File: src/rtl/pcie_ob_writeback_if.sv
// Signal bundle between the outbound writeback engine, the Ob RAM / AES side
// and the AXI write controller.
interface pcie_ob_writeback_if;
    logic         ObDataValid;
    logic [7:0]   ObCount;
    logic         ObRdEn;
    logic [7:0]   ObRdAddr;
    logic [127:0] ObRdData;
    logic [63:0]  ObBase;
    logic         WrRqValid;
    logic [63:0]  WrRqAddr;
    logic [127:0] WrRqData;
    logic         WrRqReady;
    logic         WrRqErr;
    logic         ObDone;
    logic         ObErr;
    logic [31:0]  ObPtr;

    // The writeback engine masters the write requests and the Ob RAM reads.
    modport master (
        input  ObDataValid, ObCount, ObRdData, ObBase, WrRqReady, WrRqErr,
        output ObRdEn, ObRdAddr, WrRqValid, WrRqAddr, WrRqData, ObDone, ObErr, ObPtr
    );

    modport slave (
        output ObDataValid, ObCount, ObRdData, ObBase, WrRqReady, WrRqErr,
        input  ObRdEn, ObRdAddr, WrRqValid, WrRqAddr, WrRqData, ObDone, ObErr, ObPtr
    );
endinterface

File: src/rtl/pcie_ob_writeback.sv
// Drains an outbound batch from Ob RAM into the host ring one 16-byte entry at a
// time, then publishes the new ring write pointer to the host, with retry on error.
module pcie_ob_writeback #(
    parameter logic [63:0] OB_PTR_ADDR = 64'h20,
    parameter int          RING_DEPTH  = 256,
    parameter int          MAX_RETRY   = 3
) (
    input logic               clk,
    input logic               rst_n,
    pcie_ob_writeback_if.master bus
);
    localparam int          RW       = $clog2(MAX_RETRY + 1) + 1;
    localparam logic [31:0] PTR_MASK = 32'(RING_DEPTH - 1);

    typedef enum logic [3:0] {
        IDLE, RD_RAM, CAP, WR_REQ, WR_WAIT, PTR_REQ, PTR_WAIT, DONE, FAULT
    } state_t;

    state_t         r_state;
    logic [7:0]     r_n;
    logic [63:0]    r_base;
    logic [8:0]     r_i;
    logic [RW-1:0]  r_retry;
    logic           r_rd_en;
    logic [7:0]     r_rd_addr;
    logic           r_wr_valid;
    logic [63:0]    r_wr_addr;
    logic [127:0]   r_wr_data;
    logic           r_done;
    logic           r_err;
    logic [31:0]    r_ptr;

    logic [31:0]    w_ptr_inc;
    logic [8:0]     w_i_inc;
    logic [63:0]    w_entry_addr;
    logic           w_wr_ok;
    logic           w_wr_bad;
    logic           w_retry_left;

    assign w_ptr_inc    = (r_ptr + 32'd1) & PTR_MASK;
    assign w_i_inc      = r_i + 9'd1;
    assign w_entry_addr = r_base + {28'h0, r_ptr, 4'h0};
    assign w_wr_ok      = bus.WrRqReady & ~bus.WrRqErr;
    assign w_wr_bad     = bus.WrRqReady &  bus.WrRqErr;
    assign w_retry_left = r_retry < RW'(MAX_RETRY);

    // NOTE: all state and outputs are flops updated with non-blocking assignments;
    // the async reset clears every output, so nothing is visible until a batch starts.
    always_ff @(posedge clk or negedge rst_n) begin
        if (!rst_n) begin
            r_state    <= IDLE;
            r_n        <= '0;
            r_base     <= '0;
            r_i        <= '0;
            r_retry    <= '0;
            r_rd_en    <= 1'b0;
            r_rd_addr  <= '0;
            r_wr_valid <= 1'b0;
            r_wr_addr  <= '0;
            r_wr_data  <= '0;
            r_done     <= 1'b0;
            r_err      <= 1'b0;
            r_ptr      <= '0;
        end else begin
            // NOTE: strobes default low so each one is a single-cycle pulse.
            r_rd_en    <= 1'b0;
            r_wr_valid <= 1'b0;
            r_done     <= 1'b0;

            case (r_state)
                IDLE: begin
                    if (bus.ObDataValid && !r_err) begin
                        r_n     <= bus.ObCount;
                        r_base  <= bus.ObBase;
                        r_i     <= '0;
                        r_retry <= '0;
                        if (bus.ObCount == 8'd0) begin
                            r_state    <= PTR_REQ;
                            r_wr_valid <= 1'b1;
                            r_wr_addr  <= OB_PTR_ADDR;
                            r_wr_data  <= {96'h0, r_ptr};
                        end else begin
                            r_state   <= RD_RAM;
                            r_rd_en   <= 1'b1;
                            r_rd_addr <= 8'h0;
                        end
                    end
                end

                RD_RAM: r_state <= CAP;

                CAP: begin
                    r_wr_data  <= bus.ObRdData;
                    r_wr_addr  <= w_entry_addr;
                    r_wr_valid <= 1'b1;
                    r_state    <= WR_REQ;
                end

                WR_REQ: r_state <= WR_WAIT;

                WR_WAIT: begin
                    if (w_wr_ok) begin
                        r_ptr   <= w_ptr_inc;
                        r_i     <= w_i_inc;
                        r_retry <= '0;
                        if (w_i_inc < {1'b0, r_n}) begin
                            r_state   <= RD_RAM;
                            r_rd_en   <= 1'b1;
                            r_rd_addr <= w_i_inc[7:0];
                        end else begin
                            // Pointer write must carry the post-increment value.
                            r_state    <= PTR_REQ;
                            r_wr_valid <= 1'b1;
                            r_wr_addr  <= OB_PTR_ADDR;
                            r_wr_data  <= {96'h0, w_ptr_inc};
                        end
                    end else if (w_wr_bad) begin
                        if (w_retry_left) begin
                            r_retry    <= r_retry + 1'b1;
                            r_wr_valid <= 1'b1;
                            r_state    <= WR_REQ;
                        end else begin
                            r_err   <= 1'b1;
                            r_state <= FAULT;
                        end
                    end
                end

                PTR_REQ: r_state <= PTR_WAIT;

                PTR_WAIT: begin
                    if (w_wr_ok) begin
                        r_retry <= '0;
                        r_done  <= 1'b1;
                        r_state <= DONE;
                    end else if (w_wr_bad) begin
                        if (w_retry_left) begin
                            r_retry    <= r_retry + 1'b1;
                            r_wr_valid <= 1'b1;
                            r_state    <= PTR_REQ;
                        end else begin
                            r_err   <= 1'b1;
                            r_state <= FAULT;
                        end
                    end
                end

                // Hold here so one ObDataValid assertion yields exactly one batch.
                DONE: if (!bus.ObDataValid) r_state <= IDLE;

                FAULT: begin
                    r_err   <= 1'b1;
                    r_state <= IDLE;
                end

                default: r_state <= IDLE;
            endcase
        end
    end

    assign bus.ObRdEn    = r_rd_en;
    assign bus.ObRdAddr  = r_rd_addr;
    assign bus.WrRqValid = r_wr_valid;
    assign bus.WrRqAddr  = r_wr_addr;
    assign bus.WrRqData  = r_wr_data;
    assign bus.ObDone    = r_done;
    assign bus.ObErr     = r_err;
    assign bus.ObPtr     = r_ptr;
endmodule

File: src/flat_wrapper.sv
// flat-port wrapper written by rule: the top's interface ports become plain ports
module pcie_ob_writeback_flat 
#(
    parameter logic [63:0] OB_PTR_ADDR = 64'h20,
    parameter int          RING_DEPTH  = 256,
    parameter int          MAX_RETRY   = 3
)
  (clk, rst_n, bus_ObDataValid, bus_ObCount, bus_ObRdData, bus_ObBase, bus_WrRqReady, bus_WrRqErr, bus_ObRdEn, bus_ObRdAddr, bus_WrRqValid, bus_WrRqAddr, bus_WrRqData, bus_ObDone, bus_ObErr, bus_ObPtr);
  pcie_ob_writeback_if bus_i ();
  input logic clk;
  input logic rst_n;
  input wire logic [$bits(bus_i.ObDataValid)-1:0] bus_ObDataValid;
  input wire logic [$bits(bus_i.ObCount)-1:0] bus_ObCount;
  input wire logic [$bits(bus_i.ObRdData)-1:0] bus_ObRdData;
  input wire logic [$bits(bus_i.ObBase)-1:0] bus_ObBase;
  input wire logic [$bits(bus_i.WrRqReady)-1:0] bus_WrRqReady;
  input wire logic [$bits(bus_i.WrRqErr)-1:0] bus_WrRqErr;
  output wire logic [$bits(bus_i.ObRdEn)-1:0] bus_ObRdEn;
  output wire logic [$bits(bus_i.ObRdAddr)-1:0] bus_ObRdAddr;
  output wire logic [$bits(bus_i.WrRqValid)-1:0] bus_WrRqValid;
  output wire logic [$bits(bus_i.WrRqAddr)-1:0] bus_WrRqAddr;
  output wire logic [$bits(bus_i.WrRqData)-1:0] bus_WrRqData;
  output wire logic [$bits(bus_i.ObDone)-1:0] bus_ObDone;
  output wire logic [$bits(bus_i.ObErr)-1:0] bus_ObErr;
  output wire logic [$bits(bus_i.ObPtr)-1:0] bus_ObPtr;
  assign bus_i.ObDataValid = bus_ObDataValid;
  assign bus_i.ObCount = bus_ObCount;
  assign bus_i.ObRdData = bus_ObRdData;
  assign bus_i.ObBase = bus_ObBase;
  assign bus_i.WrRqReady = bus_WrRqReady;
  assign bus_i.WrRqErr = bus_WrRqErr;
  assign bus_ObRdEn = bus_i.ObRdEn;
  assign bus_ObRdAddr = bus_i.ObRdAddr;
  assign bus_WrRqValid = bus_i.WrRqValid;
  assign bus_WrRqAddr = bus_i.WrRqAddr;
  assign bus_WrRqData = bus_i.WrRqData;
  assign bus_ObDone = bus_i.ObDone;
  assign bus_ObErr = bus_i.ObErr;
  assign bus_ObPtr = bus_i.ObPtr;
  pcie_ob_writeback #(.OB_PTR_ADDR(OB_PTR_ADDR), .RING_DEPTH(RING_DEPTH), .MAX_RETRY(MAX_RETRY)) u_core (.clk(clk), .rst_n(rst_n), .bus(bus_i));
endmodule
File: config.mk
export PLATFORM = sky130hd
export DESIGN_NAME = pcie_ob_writeback_flat
export DESIGN_NICKNAME = d
export VERILOG_FILES = /design/src/rtl/pcie_ob_writeback_if.sv /design/src/rtl/pcie_ob_writeback.sv /design/src/flat_wrapper.sv
export SDC_FILE = /design/constraint.sdc
export NUM_CORES = 1
export LEC_CHECK = 0
export BUFFER_PORTS_ARGS = -buffer_cell sky130_fd_sc_hd__buf_2
export CORE_MARGIN = 8
export CORE_UTILIZATION = 46
export CTS_CLUSTER_DIAMETER = 120
export CTS_CLUSTER_SIZE = 14
export DETAILED_ROUTE_END_ITERATION = 16
export GPL_TIMING_DRIVEN = 0
export PLACE_DENSITY = 0.73
export SETUP_SLACK_MARGIN = 0.5
export SLEW_MARGIN = 15
export SYNTH_ARGS = -nofsm -noshare
export SYNTH_HDL_FRONTEND = slang
export SYNTH_SLANG_ARGS = --single-unit
File: constraint.sdc
create_clock -name clk -period 2.5 [get_ports clk]
set_clock_uncertainty 0.05 [all_clocks]
set_input_delay 0.75 -clock clk [delete_from_list [all_inputs] [get_ports clk]]
set_output_delay 0.75 -clock clk [all_outputs]
set_load 0.02 [all_outputs]
## Word level (Yosys, flattened, before mapping)

Cells that the tools add are included.

| operators by class | value |
|---|---|
| eq/ne operators | 22 |
| add/sub/neg operators | 4 |
| mux-type cells | 53 |
| magnitude comparators | 2 |
| reductions and logical operators | 17 |
| bitwise logic cells | 3 |

Operator list:

| operator | count |
|---|---|
| 128-bit 2-to-1 mux | 4 |
| 128-bit case mux with 3 select lines | 1 |
| 64-bit 2-to-1 mux | 4 |
| 64-bit case mux with 3 select lines | 1 |
| 64-bit by 12-bit adder with 64-bit output | 1 |
| 4-bit 2-to-1 mux | 8 |
| 8-bit 2-to-1 mux | 4 |
| 4-bit case mux with 8 select lines | 1 |
| 3-bit 2-to-1 mux | 6 |
| 9-bit 2-to-1 mux | 2 |
| 9-bit case mux with 2 select lines | 1 |
| 4-bit by 3-bit equality test with 1-bit output, second input constant | 4 |
| 1-bit 2-to-1 mux | 16 |
| 8-bit case mux with 2 select lines | 1 |
| 3-bit by 1-bit != test with 1-bit output, second input constant | 4 |
| 4-bit AND reduction | 3 |
| 2-bit by 1-bit != test with 1-bit output, second input constant | 5 |
| 2-bit != test, second input constant | 5 |
| 5-bit AND reduction | 2 |
| 9-bit by 1-bit adder with 9-bit output, second input constant | 1 |
| 9-bit by 8-bit less-than comparator with 1-bit output | 1 |
| 8-bit by 1-bit adder with 8-bit output, second input constant | 1 |
| 4-bit by 2-bit equality test with 1-bit output, second input constant | 2 |
| 8-bit logical NOT | 1 |
| 17 further kinds | 22 |

| storage, ports and cells | value |
|---|---|
| output and inout port bits | 236 |
| register bits after elaboration | 300 |

## Logic depth before layout (Yosys ltp)

| depth | value |
|---|---|
| word-level depth | 5 |
| depth in mapped cells | 12 |
| gate-level depth less buffers | 10 |

## Worst setup path after synthesis

OpenSTA, ideal clock, no wires.

| timing path | value |
|---|---|
| path kind | reg2reg |
| from | register u_core.r_i[0] |
| to | register u_core.r_wr_data[3] (netlist: u_core.bus.WrRqData[3]) |
| path buffers | 1 |
| clock period less this slack | 2797 ps |
| setup time | 125 ps |
| arrival time | 2622 ps |
| path slack | -297 ps |
| stages on the path, launching flop included | 11 |
| path through | dfrtp_1 -> ha_1 -> xor2_1 -> ha_1 -> a211o_1 -> a31oi_1 -> nor3_1 -> o31ai_1 -> and2_1 -> buf_2 -> mux2_2 |

| on the way | value |
|---|---|
| longest elaborated chain between the ends | 4 |

Ends and longest elaborated chain:

| what | line | text |
|---|---|---|
| start, declared | pcie_ob_writeback.sv:22 | `logic [8:0] r_i;` |
| start signal, assigned | pcie_ob_writeback.sv:104 | `r_i <= w_i_inc;` |
| 9-bit by 1-bit adder with 9-bit output | pcie_ob_writeback.sv:41 | `assign w_i_inc = r_i + 9'd1;` |
| 9-bit by 8-bit less-than comparator with 1-bit output | pcie_ob_writeback.sv:106 | `if (w_i_inc < {1'b0, r_n}) begin` |
| 2-bit != test (no line) | n/a |  |
| 5-bit AND reduction (no line) | n/a |  |
| end signal, assigned | pcie_ob_writeback.sv:81 | `r_wr_data <= {96'h0, r_ptr};` |
| end signal, assigned | pcie_ob_writeback.sv:93 | `r_wr_data <= bus.ObRdData;` |
| end signal, assigned | pcie_ob_writeback.sv:115 | `r_wr_data <= {96'h0, w_ptr_inc};` |
| end, declared | pcie_ob_writeback.sv:28 | `logic [127:0] r_wr_data;` |

No other way between the ends.
A chain may end at the register's enable or synchronous reset.

## Worst setup path after layout

| timing path | value |
|---|---|
| from | register u_core.r_i[3] |
| to | register u_core.r_wr_addr[31] (netlist: u_core.bus.WrRqAddr[31]) |

| on the way | value |
|---|---|
| longest elaborated chain between the ends | 4 |

Ends and longest elaborated chain:

| what | line | text |
|---|---|---|
| 9-bit by 1-bit adder with 9-bit output | pcie_ob_writeback.sv:41 |  |
| 9-bit by 8-bit less-than comparator with 1-bit output | pcie_ob_writeback.sv:106 |  |
| 2-bit != test (no line) | n/a |  |
| 5-bit AND reduction (no line) | n/a |  |
| end signal, assigned | pcie_ob_writeback.sv:94 | `r_wr_addr <= w_entry_addr;` |
| end, declared | pcie_ob_writeback.sv:27 | `logic [63:0] r_wr_addr;` |

No other way between the ends.

==> summary.md <==
| Metric | Value |
|---|---|
| Die span in x | 185.0 µm |
| Cell taking the most area after synthesis | dfrtp_1 |
| Port bufs | 416 |
| Worst-path maximum fanout | 9 |
| Die Y | 185.0 µm |
| R2R Setup Slk | -0.36 ns |
| Seq/Total Area, Yosys | 57.12% |
| Number of synthesized flops with an enable pin | 0 |
| Final wirelength | 40930 µm |
| Rows | 62 |
| Final hold violation count | 0 |
| Routability congestion estimate | 0.8915 |
| M3 GR Usage | 5.120% |
| IR drop worst, VDD | 0.7434 mV |
| First-pass GRT wire length | 60300 µm |
| Reg2reg path depth | 12 |
| Most common cell in the netlist | dfrtp_1 |
| Vias | 10630 |
| Avg Vias per Cell | 5.436 |
| Min cycle time layout | 2.863 ns |
| Reg clk slew, reported paths | 0.06 ns |
| Slew Viols, Final | 0 |
| Fin nets | 1793 |
| Cell family with most CP delay | simple AND/OR/NAND/NOR gates |
| Final setup fails | 201 |
| Kind of critical path | flip-flop to flip-flop |
| Total Neg Setup Slack | -60.93 ns |
| Period utilization | 114.5% |
| Yosys synthesis warning count | 0 |
| Max Cap Viol | 0 |
| PwrDens | 1304 nW/µm² |
| CP required | 2.91 ns |
| Pre-antenna DRT Iters | 5 |
| Detail Route Antenna Nets | 0 |
| Placeable Area | 28390 µm² |
| Slowest CP cell | dfrtp_1 |
| Critical path depth | 12 |
| Die ar. | 34240 µm² |
| Setup slack after layout | -0.3633 ns |
| Crit-path most repeated cell | clkbuf_16 |
| Register bit count reported by yosys | 300 |
| Area Growth Syn to Fin | 34.38% |
| Fmax | 349.2 MHz |
| Failing checks | negative setup slack |
| Top_reg_cell synth | dfrtp_1 |
| CP Launch Type | flip-flop |
| Slew headroom | 47.68% |
| Unique masters post-synth | 60 |
| Vias in the first global route | 10820 |
| Share of the synthesized area in the top cell type | 57.12% |
| Leak | 8.975 nW |
| H-tree level count | 1 |
| Top cells by count, synth | dfrtp_1 (300), a22o_1 (178), mux2_2 (80) |
| Least-Margin Pin Slew | 0.7848 ns |
| Inserted Clock Buffers | 25 |
| Post-Syn Area | 13140 µm² |
| Area contributors post-synth | dfrtp_1 (57%), a22o_1 (12%), mux2_2 (6.9%), xor2_1 (2.5%), xnor2_1 (2.2%) |
| Antenna violations before repair | 5 |
| Hold Crit Class | input port to async pin |
| RSZ-0062 raised after global routing | yes |
| Sequence of cells on the critical path | nand3_1, nor2_4, nand3_2, xnor2_2, ha_4, a21oi_2, o21ai_2, o31ai_4, and2_4, clkbuf_16, clkbuf_16, a22o_1 |
| Max Root-Sink Buffers | 3 |
| Drt wl/cell | 20.92 µm |
| Hold WS | 0.1915 ns |
| Bufs and invs on worst path | 2 |
| TritonCTS clock tree | yes |
| # hold bufs at CTS | 0 |
| Initial DRC count | 864 |
| Top Usage Layer GRT | met2 |
| Async set-reset flop share out of synthesis | 100.0% |
| Avg Cell Area, Syn | 12.28 µm² |
| Worst skew pair latency | 0.53 ns |
| Crit path DAT | 3.27 ns |
| Largest net degree at the start of global routing | 104 |
| Remaining routing DRC violations | 0 |
| Met2 GRT Util | 37.11% |
| Largest incremental delay on the critical path | 0.43 ns |
| Met1 usage | 28.79% |
| CTS root buffer | clkbuf_16 |
| Mapped Cells | 1070 |
| Grt ovf | 0 |
| Starting Density | 46.29% |
| Hpwl dp | 30140 µm |
| Total GRT Usage | 22.19% |
| CP Capture Type | flip-flop |
| # IOs | 441 |
| Layout cells sized above 1 | 43.62% |
| Outcome | complete, but fails checks |
| CTS sink cnt | 300 |
==> where the power goes <==
part           total, mW  switching [mW]  internal [mW]
Combinational       11.0            6.02           4.96
Sequential          8.60            1.60           6.99
Clock               3.45            1.68           1.77
==> metal layers <==
layer	part of all wire (%)	vias up
li1	-	4867
met1	41	5284
met2	49	415
met3	7.9	63
met4	2.3	4
met5	0.066	-
==> sequential cells by signal, indices dropped and copies added (netlist names) <==
signal and flops:
u_core.bus.WrRqData 128, u_core.bus.WrRqValid 1, u_core.bus.ObErr 1, u_core.bus.ObDone 1, u_core.r_n 8, u_core.bus.WrRqAddr 64
u_core.r_retry 3, u_core.r_base 64, u_core.bus.ObPtr 8, u_core.r_i 9, u_core.bus.ObRdEn 1, u_core.bus.ObRdAddr 8
u_core.r_state 4
==> worst register-to-register path, stage by stage (launching register included) <==
cell and delay [ns]:
dfrtp_1 0.43, nand3_1 0.19, nor2_4 0.17, nand3_2 0.12, xnor2_2 0.24, ha_4 0.25
a21oi_2 0.15, o21ai_2 0.10, o31ai_4 0.30, and2_4 0.29, clkbuf_16 0.24, clkbuf_16 0.16
a22o_1 0.13
==> worst paths after layout <==
check,start,to
max in group asynchronous,rst_n,u_core.r_i[1]$_DFFE_PN0P_
min in group clk,bus_ObRdData[50],u_core.bus.WrRqData[50]$_DFFE_PN0P_
worst max-delay path,u_core.r_i[3]$_DFFE_PN0P_,u_core.bus.WrRqAddr[31]$_DFFE_PN0P_
worst max register to register,u_core.r_i[3]$_DFFE_PN0P_,u_core.bus.WrRqAddr[31]$_DFFE_PN0P_
worst min register to register,u_core.bus.WrRqData[14]$_DFFE_PN0P_,u_core.bus.WrRqData[14]$_DFFE_PN0P_
worst min-delay path,rst_n,u_core.bus.WrRqAddr[52]$_DFFE_PN0P_
==> layout make-up <==
class	count	area [µm²]
clock inverter	1	8.758
inverter	17	63.81
timing repair buffer	449	2594
tap	384	480.5
sequential	300	7515
multi-input combinational	685	5538
buffer	91	825.8
fill	2294	10730
clock buffer	25	625.6
antenna	4	10.01
==> timing repair <==
item                                    in CTS  in global routing
cloned                                       0                 12
resized for setup                           53                 91
endpoints found under the setup margin     293                300
pin swaps                                    3                 33
setup buffers                                5                 14
endpoints found under the hold margin        0                  0
==> placed cells by master, fill, tap and decap left out, types with 21 or more instances in the layout <==
cell / count
buf_2: 415
dfrtp_1: 294
a22o_1: 178
mux2_2: 74
nand2_1: 69
buf_4: 42
clkbuf_16: 36
xor2_1: 35
nor2_1: 33
xnor2_1: 32
clkbuf_1: 27
nor3_1: 27
conb_1: 24
nand3_1: 21
==> cells by family after synthesis <==
| family | Yosys count | synth area share (%) |
|---|---|---|
| compound gates | 256 | 16.02 |
| mux | 88 | 7.464 |
| buf+inv | 108 | 4.046 |
| xor+xnor | 72 | 4.912 |
| simple gates | 226 | 8.540 |
| flops | 300 | 57.12 |
| other cells | 1 | 0.02853 |
| fa+ha+maj | 19 | 1.866 |
==> per-stage QoR <==
| step | utilization (%) | setup slack [ns] | std cells | area [µm²] | power (mW) |
|---|---|---|---|---|---|
| finish | 62.20 | -0.3633 | 1956 | 17660 | 23.03 |
| global route | 62.19 | -0.4462 | 1955 | 17660 | 24.39 |
| CTS | 59.74 | -0.2934 | 1926 | 16960 | 22.30 |
| detailed placement | 56.65 | -0.8948 | 1895 | 16080 | 18.43 |
| global placement | 56.42 | -4.920 | 1893 | 16020 | 18.15 |
| floorplan | - | -0.1302 | 1093 | 13460 | 14.96 |
Note: power is estimated with default switching activity, not from simulation.
